File: src/rtl/maxpool2x2_stream.sv
// maxpool2x2_stream: streaming 2x2 max-pool with stride 2 on a raster-order pixel stream.
// Each pixel pair in a row is reduced to one horizontal max. On even rows that max is
// stored in a half-width row buffer. On odd rows it is merged with the stored value,
// and the merged result is emitted one cycle after the window's bottom-right pixel.
// Optional feature: define MAXPOOL_RELU_EN to clamp negative pooled results to zero.
module maxpool2x2_stream #(
  parameter int WIDTH = 8,
  parameter int IMG_W = 24,
  parameter int IMG_H = 24
) (
  input  logic             clk,
  input  logic             rst,
  input  logic             din_vld,
  input  logic [WIDTH-1:0] din,
  output logic             dout_vld,
  output logic [WIDTH-1:0] dout,
  output logic             frame_done
);

  localparam int COL_W = $clog2(IMG_W);
  localparam int ROW_W = $clog2(IMG_H);
  localparam int HALF  = IMG_W / 2;
  localparam int IDX_W = (HALF > 1) ? $clog2(HALF) : 1;

  logic [COL_W-1:0] col_q, col_d;
  logic [ROW_W-1:0] row_q, row_d;
  logic [WIDTH-1:0] h_q, h_d;
  logic [WIDTH-1:0] dout_q, dout_d;
  logic             dout_vld_q, dout_vld_d;
  logic             frame_done_q, frame_done_d;

  logic [WIDTH-1:0] rowbuf_q [HALF];
  logic             buf_we;
  logic [IDX_W-1:0] idx;
  logic [WIDTH-1:0] buf_rd;
  logic [WIDTH-1:0] hmax;
  logic [WIDTH-1:0] pooled;
  logic [WIDTH-1:0] pooled_out;
  logic             last_col;
  logic             last_row;

  // Signed maximum; on a tie either operand is the same value.
  function automatic logic [WIDTH-1:0] smax(input logic [WIDTH-1:0] a, input logic [WIDTH-1:0] b);
    return ($signed(a) >= $signed(b)) ? a : b;
  endfunction

  assign idx      = IDX_W'(col_q >> 1);
  assign buf_rd   = rowbuf_q[idx];
  assign hmax     = smax(h_q, din);
  assign pooled   = smax(buf_rd, hmax);
  assign last_col = (col_q == COL_W'(IMG_W - 1));
  assign last_row = (row_q == ROW_W'(IMG_H - 1));

`ifdef MAXPOOL_RELU_EN
  assign pooled_out = pooled[WIDTH-1] ? '0 : pooled;
`else
  assign pooled_out = pooled;
`endif

  // Next-state logic: pair capture, row-buffer write, output formation, raster counters.
  always_comb begin
    // NOTE: every variable gets a default first so no path leaves it unassigned (no latches).
    col_d        = col_q;
    row_d        = row_q;
    h_d          = h_q;
    dout_d       = dout_q;
    dout_vld_d   = 1'b0;
    frame_done_d = 1'b0;
    buf_we       = 1'b0;
    if (din_vld) begin
      if (!col_q[0]) begin
        h_d = din;
      end else if (!row_q[0]) begin
        buf_we = 1'b1;
      end else begin
        dout_d       = pooled_out;
        dout_vld_d   = 1'b1;
        frame_done_d = last_row && last_col;
      end
      if (last_col) begin
        col_d = '0;
        row_d = last_row ? '0 : row_q + 1'b1;
      end else begin
        col_d = col_q + 1'b1;
      end
    end
  end

  // State registers with synchronous active-low reset.
  always_ff @(posedge clk) begin
    // NOTE: sequential state uses non-blocking assignments so all flops update together.
    if (!rst) begin
      col_q        <= '0;
      row_q        <= '0;
      h_q          <= '0;
      dout_q       <= '0;
      dout_vld_q   <= 1'b0;
      frame_done_q <= 1'b0;
    end else begin
      col_q        <= col_d;
      row_q        <= row_d;
      h_q          <= h_d;
      dout_q       <= dout_d;
      dout_vld_q   <= dout_vld_d;
      frame_done_q <= frame_done_d;
    end
  end

  // Row buffer: horizontal maxima of the even row, read back on the odd row.
  always_ff @(posedge clk) begin
    // NOTE: no reset on the memory; every entry is written on an even row before it is read.
    if (buf_we) begin
      rowbuf_q[idx] <= hmax;
    end
  end

  assign dout       = dout_q;
  assign dout_vld   = dout_vld_q;
  assign frame_done = frame_done_q;

endmodule

File: config.mk
export PLATFORM = sky130hd
export DESIGN_NAME = maxpool2x2_stream
export DESIGN_NICKNAME = d
export VERILOG_FILES = /design/src/rtl/maxpool2x2_stream.sv
export SDC_FILE = /design/constraint.sdc
export NUM_CORES = 1
export LEC_CHECK = 0
export ABC_AREA = 1
export CAP_MARGIN = 30
export CORE_MARGIN = 1.5
export CORE_UTILIZATION = 45
export CTS_CLUSTER_DIAMETER = 150
export DETAILED_ROUTE_END_ITERATION = 10
export PLACE_DENSITY = 0.62
export SETUP_SLACK_MARGIN = 0.2
export SYNTH_ARGS = -nofsm -noshare
export SYNTH_HDL_FRONTEND = slang
export SYNTH_SLANG_ARGS = --single-unit
File: constraint.sdc
create_clock -name clk -period 5.6 [get_ports clk]
set_input_delay 1.12 -clock clk [delete_from_list [all_inputs] [get_ports clk]]
set_output_delay 1.12 -clock clk [all_outputs]
set_load 0.01 [all_outputs]
After elaboration in Yosys (flattened, before gate mapping)
Memories as Yosys holds them, arrays and structs flattened. A register that Yosys moved wholly into a read port is not among the register bits. Cells that the tools add are included.

Output and inout port bits: 10. Memories kept: 1. Register bits: 28. Bits of input ports: 11. RAM bits: 96. Logic and storage cells: 32.

Memories: rowbuf_q (depth 12, bits a word 8, rd ports 1, clocked after memory_dff 1, write ports 1, line 32) `logic [WIDTH-1:0] rowbuf_q [HALF];`.

Bitwise logic cells: 1. Muxes and demuxes: 12. Order comparisons: 2. Reductions and logical operators: 6. Add/subtract/negate cells: 2. Equality and inequality tests: 2.

Operators by type and width (number): 8-bit >= comparator (2); 8-bit two-way mux (2); 5-bit by 1-bit adder with 5-bit output, second input constant (2); 5-bit == test, second input constant (2); 5-bit two-way mux (2); 4-bit two-way mux (2); 1-bit two-way mux (6); 3-bit AND reduction (2); 2-bit AND reduction (2); 4-bit AND reduction (1); 1-bit logical AND (1); 1-bit inverter (1).

Logic depth before layout (Yosys ltp)
Gate-level depths: netlist of run 1.

Word-level depth: 5. Depth in mapped cells: 27. Gate-level depth less buffers: 27.

Worst setup path after synthesis of run 1
OpenSTA, ideal clock, no wires.

Path kind: input -> register. Start point: input din[7]. End point: register dout_q[1] (netlist: dout[1]). Cell stages on the path: 19. Slack: 1.760 ns. Arrival: 3.706 ns. Data required time: 5.465 ns. Library setup time: 0.135 ns. Path buffers: 0. Path through: inv_1 -> ha_1 -> a21o_1 -> nor2_1 -> nand3_2 -> nand3_2 -> nand2_1 -> nand2_1 -> inv_1 -> ha_1 -> a21oi_1 -> o21a_1 -> nand2_1 -> nand2_1 -> nand3_2 -> inv_1 -> nand3_1 -> nand2_1 -> a21oi_2.

Cells in the longest elaborated chain, start to end: 4.

RTL lines: start: declaration (line 14) `input logic [WIDTH-1:0] din,`; 8-bit >= comparator (line 44) `return ($signed(a) >= $signed(b)) ? a : b;`; 8-bit two-way mux * (line 44); net hmax[7] (line 36) `logic [WIDTH-1:0] hmax;`; 8-bit >= comparator * (line 44); 8-bit two-way mux * (line 44); end signal: assignment (line 103) `dout_q <= dout_d;`; end: declaration (line 28) `logic [WIDTH-1:0] dout_q, dout_d;`.

Mark *: on every way through the listed nets, which the timed path passes. The rest lies on a longest branch. A chain may end at the register's enable or synchronous reset.

Worst setup path in the final report of run 1
Start point: input din[7]. End point: register dout_q[5] (netlist: dout[5]).

Cells in the longest elaborated chain, start to end: 4.

RTL lines (line): 8-bit >= comparator (44); 8-bit two-way mux (44); net hmax[2] (36); 8-bit >= comparator (44); 8-bit two-way mux (44).

The timed path passes the listed nets, and every way through them passes these cells.

==> results of run 1 <==
-- final cells by class --
cell class	instances	area [sq um]	area share, %
Timing Repair Buffer	29	275	4.10
Tap cell	172	215	3.21
Clock inverter	15	168	2.50
Multi-Input combinational cell	368	1870	27.9
Inverter	62	233	3.47
Sequential cell	128	3520	52.5
Clock buffer	17	425	6.34
-- through the flow --
stage                     worst slack [ns]  utilization (%)  cell area (sq um)
final                                 1.10             53.6               6710
after global routing                 0.729             53.6               6710
after CTS                             1.13             53.6               6710
after detailed placement             0.691             48.9               6120
after global placement               0.786             48.7               6100
after floorplan                       1.76                -               5740
-- final timing paths --
kind,start,to,slack [ns],cells past startpoint
setup / recovery,din[7],dout[5],1.10,23
hold / removal,dout[6],dout[6],0.48,2
setup reg to reg,h_q[7],dout[5],2.02,21
hold reg to reg,dout[6],dout[6],0.48,2
-- power by group --
group | leakage, uW | switching (uW) | internal [uW]
sequential | 0.00113 | 7.90 | 1060
combinational | 0.00121 | 183 | 76.2
clock | 0.000286 | 412 | 694
-- registers in the layout (all words and copies together) (netlist names), named ones only --
register	cells
rowbuf_q	96
h_q	8
dout	8
row_q	5
dout_vld	1
col_q	5
frame_done	1
-- worst max-delay path, delay by kind of cell --
kind | cells | cell delay (ns)
simple gates | 14 | 1.78
buf+inv | 5 | 0.96
fa+ha+maj | 2 | 0.67
compound gates | 2 | 0.26
-- layer usage --
metal,GRT usage [%],vias to the layer above
met1,26.7,1988
met3,5.75,28
met2,33.3,123
met5,0,-
li1,-,2041
met4,9.67,0
-- cell usage in the layout (no fill, tap or decap), types with 3 or more instances in the layout --
cell               n
a21oi_1           30
a21oi_2            5
buf_4              8
bufinv_16          3
clkbuf_16         17
clkdlybuf4s50_1   20
clkinv_2           5
clkinvlp_4         3
dfxtp_1           32
edfxtp_1          96
ha_1              18
inv_1             61
nand2_1          125
nand3_1           27
nand3_2            3
nand4_1           11
nor2_1            67
nor3_1             9
nor4_1             3
o211ai_1           8
o21ai_0           35
o21ai_1            9
o221ai_1           9
-- cells by family (layout without fill, tap and decap cells) --
| group | Yosys count | after routing | share of synthesized area [%] |
|---|---|---|---|
| adders and majority gates | 18 | 18 | 3.92 |
| AOI/OAI and AO/OA | 99 | 99 | 10.0 |
| xor gates and xnor gates | 1 | 1 | 0.153 |
| DFF | 128 | 128 | 61.4 |
| buffers and inverters | 82 | 123 | 6.13 |
| and+or+nand+nor | 250 | 250 | 18.4 |
==> impl_metrics.py, run 1 <==
metrics = {
    "global_routing": {
        "grt_pass1_vias": 4065,
        "grt_pass1_wl_um": 20700,
        "grt_use_total_pct": 20.9,
        "grt_max_degree": 57,
        "overflow": 0,
        "grt_antenna_before_repair": 0,
    },
    "setup_path": {
        "startpoint_type": "input port",
        "cp.arrival_ns": 4.79,
        "required_ns": 5.89,
        "cp_slowest_cell": "clkdlybuf4s50_1",
        "crit_chain": "clkdlybuf4s50_1 -> inv_1 -> ha_1 -> a21o_1 -> nor2_1 -> nand3_2 -> nand3_2 -> nand2_1 -> nand2_1 -> inv_1 -> ha_1 -> nand2_1 -> inv_1 -> nand2_1 -> nand2_1 -> nand2_1 -> nand2_1 -> nand2_1 -> nand3_2 -> inv_1 -> nand3_1 -> nand2_1 -> a21oi_2",
        "worstSetupPathType": "in2reg",
        "crit_path_end_kind": "flop",
        "critPathMaxStageDelay_ns": 0.48,
        "path_common_cell": "nand2_1",
        "path_max_fanout": 13,
    },
    "clocking": {
        "clk_path_buf_depth": 2,
        "cts_buffers": 17,
        "path_clk_slew_ns": 0.05,
        "clock-root-buffer": "clkbuf_16",
        "postCtsSetupRepairBufs": 0,
        "ctsResizeCount": 0,
        "clock_sinks": 128,
        "cts_tree": "built",
        "clock_latency_ns": 0.43,
        "cts-htree-levels": 4,
        "cts_hold_buffers": 0,
    },
    "detailed_routing": {
        "vias": 4180,
        "wl_um": 13100,
        "antenna_left": 0,
        "met2WireLength_um": 6180,
        "wl_met1_um": 5860,
        "first_iter_violations": 308,
        "dr.pass1.iters": 5,
        "remaining_drc_errors": 0,
        "top_layer_used": "met4",
        "routed_via_density": 5.28,
        "wl_met3_um": 719,
        "wl_per_cell_um": 16.5,
    },
    "die": {
        "start_util_pct": 45.9,
        "die_w_um": 116,
        "ioPinCount": 21,
        "core_sq_um": 12500,
        "num_rows": 41,
        "dieArea_sq_um": 13400,
        "die_h_um": 116,
    },
    "yosys": {
        "synth-seq-cells": 128,
        "syn_area_sq_um": 5740,
        "synth_top_cell_by_area": "edfxtp_1",
        "synth_top_area_share_pct": 50.2,
        "synth_edf_count": 96,
        "post-synth-top-count-cell": "nand2_1",
        "async_flop_share_pct": 0,
        "yosysSeqAreaShare_pct": 61.4,
        "synthTopCellsByArea": "edfxtp_1, dfxtp_1, nand2_1",
        "yosysWarnings": 0,
        "synth_commonest_cells": "nand2_1, edfxtp_1, nor2_1",
        "synth_fp_nets": 607,
        "syn_inst": 578,
        "avgSynthCellArea_sq_um": 9.93,
        "ys.flop_type": "edfxtp_1",
        "ys_types": 31,
    },
    "sta": {
        "slew_headroom_pct": 36.4,
        "hold_violations": 0,
        "finalSetupViolCount": 0,
        "rsz0062_at_grt": "false",
        "drv_slew": 0,
        "fin_crit_ns": 4.50,
        "setup-tns-final_ns": 0,
        "period_share_pct": 80.4,
        "clock_skew_ns": 0.00686,
        "worst_pin_slew_ns": 0.949,
        "hold_ws_ns": 0.483,
        "fmax_ghz": 0.222,
    },
    "cells_and_area": {
        "final_cells": 791,
        "syn_to_final_growth_pct": 16.9,
        "fin_nets": 635,
        "antenna_cells": 0,
        "drive_gt1_share_pct": 8.72,
        "fill_cells": 1161,
    },
    "pwr": {
        "ir_worst_vdd_uv": 192,
        "p_per_area_nw_per_um2": 363,
        "leakage_uw": 0.00263,
        "p_total_uw": 2430,
    },
    "placed_design": {
        "dpl.cell_count": 759,
        "dp_hpwl_um": 8670,
        "io_buffers": 20,
        "gp_congestion": 0.826,
    },
    "flow_run": {
        "drv_cap": 0,
    },
    "min_path": {
        "hp-class": "reg2reg",
    },
    "outcome": {
        "run_status": "finished, final reports clean",
    },
}
(Power assumes the default switching activity.)
==> run 2, diff against run 1 <==
--- a/config.mk
+++ b/config.mk
@@ -11,7 +11,7 @@
 export CORE_UTILIZATION = 45
 export CTS_CLUSTER_DIAMETER = 150
 export DETAILED_ROUTE_END_ITERATION = 10
-export PLACE_DENSITY = 0.62
+export PLACE_DENSITY = 0.64
 export SETUP_SLACK_MARGIN = 0.2
 export SYNTH_ARGS = -nofsm -noshare
 export SYNTH_HDL_FRONTEND = slang
==> constraint.sdc (replaced) <==
create_clock -name clk -period 3.8 [get_ports clk]
set_input_delay 0.76 -clock clk [delete_from_list [all_inputs] [get_ports clk]]
set_output_delay 0.76 -clock clk [all_outputs]
set_load 0.01 [all_outputs]
==> run 2 against run 1 <==
Compared with the run above:
- critical path depth decreased by 1
- die area unchanged
- via count grew 3.2%
- sequential power grew 48%
- sequential cell count unchanged
- register-to-register slack worse by 1.3 ns
- setup slack lost 0.78 ns
- critical endpoint is now dout[6]
- final area is 7.9% higher
- sequential share of layout area decreased by 3.8 points
- routed wire length increased by 1.4%
==> impl_metrics.py, run 2 (synthesized netlist as in run 1, its figures left out) <==
metrics = {
    "outcome": {
        "run_status": "finished, final reports clean",
    },
    "min_path": {
        "hp-class": "reg2reg",
    },
    "sta": {
        "slew_headroom_pct": 40.0,
        "finalSetupViolCount": 0,
        "fin_crit_ns": 3.48,
        "period_share_pct": 91.7,
        "clock_skew_ns": 0.0104,
        "drv_slew": 0,
        "rsz0062_at_grt": "false",
        "hold_violations": 0,
        "fmax_ghz": 0.287,
        "setup_slack_ns": 0.317,
        "worst_pin_slew_ns": 0.896,
    },
    "clocking": {
        "cts_hold_buffers": 0,
        "clock-root-buffer": "clkbuf_16",
        "path_clk_slew_ns": 0.05,
        "cts_tree": "built",
        "clk_path_buf_depth": 2,
        "cts_buffers": 17,
        "cts-htree-levels": 4,
        "clock_latency_ns": 0.42,
        "clock_sinks": 128,
    },
    "setup_path": {
        "cp.arrival_ns": 3.83,
        "startpoint_type": "input port",
        "crit_end": "dout[6]",
        "crit_chain": "clkdlybuf4s50_1 -> inv_1 -> ha_1 -> nand2_2 -> nor2_2 -> nor2_4 -> nand2_2 -> nand2_4 -> buf_4 -> nand4_1 -> nand2_1 -> inv_1 -> ha_1 -> a21oi_2 -> o21a_1 -> nand2_1 -> nand2_1 -> nand3_2 -> buf_6 -> a21oi_2 -> nand2_1 -> a21oi_2",
        "path_max_fanout": 6,
        "reg2reg_slack_ns": 0.69,
        "critPathMaxStageDelay_ns": 0.48,
        "cp_slowest_cell": "clkdlybuf4s50_1",
        "path_common_cell": "nand2_1",
        "rr_worst_depth": 18,
        "required_ns": 4.15,
        "r2r_end": "dout[6]",
        "critPathLaunch": "din[6]",
        "crit_path_end_kind": "flop",
        "worstSetupPathType": "in2reg",
    },
    "placed_design": {
        "io_buffers": 20,
        "dp_hpwl_um": 8650,
        "place_ws_ns": -0.283,
        "gp_congestion": 0.840,
        "placed_area_sq_um": 6370,
    },
    "pwr": {
        "leakage_uw": 0.00289,
        "p_total_uw": 3740,
        "ir_worst_vdd_uv": 346,
        "p_per_area_nw_per_um2": 517,
    },
    "detailed_routing": {
        "wl_per_cell_um": 16.0,
        "dr.pass1.iters": 5,
        "routed_via_density": 5.19,
        "remaining_drc_errors": 0,
        "first_iter_violations": 281,
        "vias": 4314,
        "antenna_left": 0,
        "wl_um": 13300,
    },
    "cells_and_area": {
        "antenna_cells": 0,
        "regMostFlops": "rowbuf_q",
        "syn_to_final_growth_pct": 26.1,
        "largest_reg_flops": 96,
        "final_cell_area_sq_um": 7240,
        "drive_gt1_share_pct": 19.7,
        "layout_commonest_cell": "nand2_1",
        "final_cell_mix": "nand2_1, edfxtp_1, nor2_1",
        "fin_nets": 675,
    },
    "global_routing": {
        "grt_use_total_pct": 20.7,
        "grt_pass1_vias": 4113,
        "grt_antenna_before_repair": 0,
        "grt_max_degree": 44,
        "grt_pass1_wl_um": 20600,
        "overflow": 0,
    },
    "die": {
        "num_rows": 41,
        "start_util_pct": 45.9,
        "die_w_um": 116,
        "ioPinCount": 21,
        "die_h_um": 116,
        "dieArea_sq_um": 13400,
        "core_sq_um": 12500,
    },
    "flow_run": {
        "drv_cap": 0,
    },
}
[run 2: cell types whose count changed in the layout (fill, tap and decap cells not counted), moves of 8 or more]
cell	previous run	this run
nand2_2	2	13
ha_4	0	8
inv_2	1	11
buf_4	8	45
inv_1	61	51
nand2_1	125	111
ha_1	18	10
[run 2: routing by layer]
layer,routed length [um],vias to the layer above,global-route usage (%)
met5,0,-,0
met4,277,0,9.43
met3,605,24,5.18
met2,6600,98,34.3
met1,5790,2068,25.6
li1,-,2124,-
[run 2: repair_timing]
item	in CTS	in global routing
setup endpoints to repair	8	8
pin swaps	0	25
resized for setup	5	53
buffers inserted	0	6
[run 2: worst min-delay path by stage]
stage | end | slack, ns | depth (start not counted) | startpoint
floorplan | row_q[3] | 0.46 | 2 | row_q[3]
global placement | dout[6] | 0.46 | 2 | dout[6]
detailed placement | dout[7] | 0.46 | 2 | dout[7]
CTS | dout[7] | 0.47 | 2 | dout[7]
global route | dout[7] | 0.48 | 2 | dout[7]
finish | dout[7] | 0.47 | 2 | dout[7]
[run 2: critical path: cells and delay by family]
family                   cells  cell delay (ns)
buffers and inverters        5             0.89
adder cells (fa/ha/maj)      2             0.53
AO/OA/AOI/OAI                4             0.58
AND/OR/NAND/NOR             11             1.06
[run 2: final cells by class]
| class | instances | area (sq um) |
|---|---|---|
| Clock inverter | 7 | 109 |
| Sequential cell | 128 | 3520 |
| Tap cell | 172 | 215 |
| Inverter | 62 | 233 |
| Multi-Input combinational cell | 368 | 2080 |
| Fill cell | 1081 | 5280 |
| Timing Repair Buffer | 69 | 604 |
| Clock buffer | 25 | 475 |
[run 2: power by group]
part           switching [uW]  internal [uW]  total [uW]  leakage [uW]
sequential               18.3           1560        1580       0.00113
clock                     547           1060        1610      0.000287
combinational             331            223         555       0.00147
total                     897           2850        3740       0.00289
[run 2: per-stage QoR]
stage | hold WS [ns] | utilization (%) | TNS, ns | instances
2_1_floorplan | 0.457 | - | 0 | 578
3_3_place_gp | 0.455 | 50.9 | -0.721 | 793
6_report | 0.467 | 57.8 | 0 | 831
5_1_grt | 0.483 | 57.8 | 0 | 831
4_1_cts | 0.471 | 55.7 | 0 | 825
3_5_place_dp | 0.463 | 50.9 | -2.09 | 793
==> run 3, diff against run 2 <==
--- a/config.mk
+++ b/config.mk
@@ -7,7 +7,7 @@
 export LEC_CHECK = 0
 export ABC_AREA = 1
 export CAP_MARGIN = 30
-export CORE_MARGIN = 1.5
+export CORE_MARGIN = 5
 export CORE_UTILIZATION = 45
 export CTS_CLUSTER_DIAMETER = 150
 export DETAILED_ROUTE_END_ITERATION = 10
==> run 3 against run 2 <==
Compared with the run above:
- global-route usage shrank 2.6 points
- final area is essentially flat
- non-clock buffer count shrank 6
- register-to-register slack gained 0.04 ns
- clock skew shrank 0.0022 ns
- sequential cell count is the same
- via count shrank 2.9%
==> impl_metrics.py, run 3 (synthesized netlist as in run 1, its figures left out) <==
metrics = {
    "outcome": {
        "run_status": "finished, final reports clean",
    },
    "die": {
        "start_util_pct": 45.7,
        "ioPinCount": 21,
        "die_h_um": 123,
        "die_w_um": 123,
        "dieArea_sq_um": 15100,
        "core_sq_um": 12600,
        "num_rows": 41,
    },
    "min_path": {
        "hp-class": "reg2reg",
    },
    "sta": {
        "rsz0062_at_grt": "false",
        "setup_slack_ns": 0.384,
        "finalSetupViolCount": 0,
        "hold_violations": 0,
        "worst_pin_slew_ns": 0.899,
        "clock_skew_ns": 0.00820,
        "slew_headroom_pct": 39.8,
        "fmax_ghz": 0.293,
        "fin_crit_ns": 3.42,
        "hold_ws_ns": 0.475,
        "setup-tns-final_ns": 0,
        "period_share_pct": 89.9,
        "drv_slew": 0,
    },
    "clocking": {
        "path_clk_slew_ns": 0.05,
        "clock-root-buffer": "clkbuf_16",
        "cts_tree": "built",
        "clock_sinks": 128,
        "cts-htree-levels": 4,
        "cts_buffers": 17,
        "clk_path_buf_depth": 2,
        "clock_latency_ns": 0.42,
    },
    "cells_and_area": {
        "layout_commonest_cell": "nand2_1",
        "drive_gt1_share_pct": 19.1,
        "fill_cells": 1045,
        "antenna_cells": 0,
        "syn_to_final_growth_pct": 26.0,
        "final_cell_mix": "nand2_1, edfxtp_1, nor2_1",
        "fin_nets": 669,
        "regMostFlops": "rowbuf_q",
        "seq_area_sq_um": 3520,
        "multi_input_area_sq_um": 2080,
        "largest_reg_flops": 96,
        "final_cells": 825,
    },
    "pwr": {
        "ir_worst_vdd_uv": 320,
        "leakage_uw": 0.00289,
        "p_total_uw": 3840,
        "p_per_area_nw_per_um2": 531,
    },
    "detailed_routing": {
        "dr.pass1.iters": 4,
        "remaining_drc_errors": 0,
        "vias": 4189,
        "first_iter_violations": 334,
        "wl_um": 12900,
        "wl_per_cell_um": 15.6,
        "routed_via_density": 5.08,
        "antenna_left": 0,
    },
    "setup_path": {
        "worstSetupPathType": "in2reg",
        "required_ns": 4.14,
        "path_max_fanout": 7,
        "startpoint_type": "input port",
        "crit_path_end_kind": "flop",
        "cp.arrival_ns": 3.75,
    },
    "placed_design": {
        "io_buffers": 20,
        "dpl.cell_count": 791,
        "gp_congestion": 0.875,
        "place_ws_ns": -0.164,
        "dp_hpwl_um": 8630,
    },
    "global_routing": {
        "grt_pass1_wl_um": 20700,
        "grt_antenna_before_repair": 0,
        "grt_pass1_vias": 4094,
        "grt_use_total_pct": 18.1,
        "overflow": 0,
        "grt_max_degree": 45,
    },
    "flow_run": {
        "drv_cap": 0,
    },
}
-- run 3: cell types whose count changed in the layout (fill, tap and decap cells not counted), sizes merged --
cell	delta
clkbuf	-8
bufinv	+2
buf	-6
clkinvlp	+3
clkinv	+3
-- run 3: routing by layer --
metal  GRT usage [%]  part of all wire (%)  up-vias
li1                -                     -     2114
met1            23.9                    45     2006
met2            29.0                    51       61
met3            4.16                   3.4        8
met4            7.21                   1.1        0
met5               0                     0        -
-- run 3: per-stage QoR --
stage	instance area, sq um	util [%]
6_report	7230	57.5
5_1_grt	7230	57.5
4_1_cts	6990	55.6
3_5_place_dp	6340	50.5
3_3_place_gp	6340	50.5
2_1_floorplan	5740	-
-- run 3: cell type report --
| type | count | area share, % |
|---|---|---|
| flip-flops and latches | 128 | 48.7 |
| multi-input cells | 368 | 28.7 |
| repair buffers | 63 | 7.46 |
| clock buffers | 17 | 5.88 |
| inverters | 62 | 3.22 |
| clock inverters | 15 | 3.01 |
| well taps | 172 | 2.98 |
-- run 3: report_power, final --
part / switching [uW] / total (uW) / internal [uW]
Sequential: 14.5 / 1580 / 1560
Combinational: 322 / 520 / 198
Clock: 589 / 1750 / 1160
-- run 3: worst paths after layout --
path | from | end | slack, ns | cells after the start
min reg2reg | dout[7] | dout[7] | 0.48 | 2
min | dout[7] | dout[7] | 0.48 | 2
max | din[7] | dout[6] | 0.38 | 24
max reg2reg | flop | dout[6] | 0.73 | 21
-- run 3: repair_timing --
action | CTS | global route
hold buffers | 0 | 0
resized for setup | 0 | 52
hold endpoints to repair | 0 | 0
setup endpoints to repair | 0 | 8
setup buffers | 0 | 2
-- run 3: worst max-delay path: stages --
cell and delay [ns]:
clkdlybuf4s50_1 0.49, inv_2 0.06, ha_4 0.27, nand2_2 0.08
nor2_2 0.16, nor2_4 0.06, nand3_4 0.10, buf_4 0.13
nand4_1 0.14, nand2_2 0.12, inv_1 0.05, ha_1 0.30
nand2_1 0.08, nand2_1 0.05, nand2_1 0.05, nand2_1 0.06
nand2_2 0.07, nand2_1 0.05, nand2_1 0.06, nand3_2 0.11
buf_6 0.16, a21oi_1 0.13, nand2_1 0.09, a21oi_2 0.13
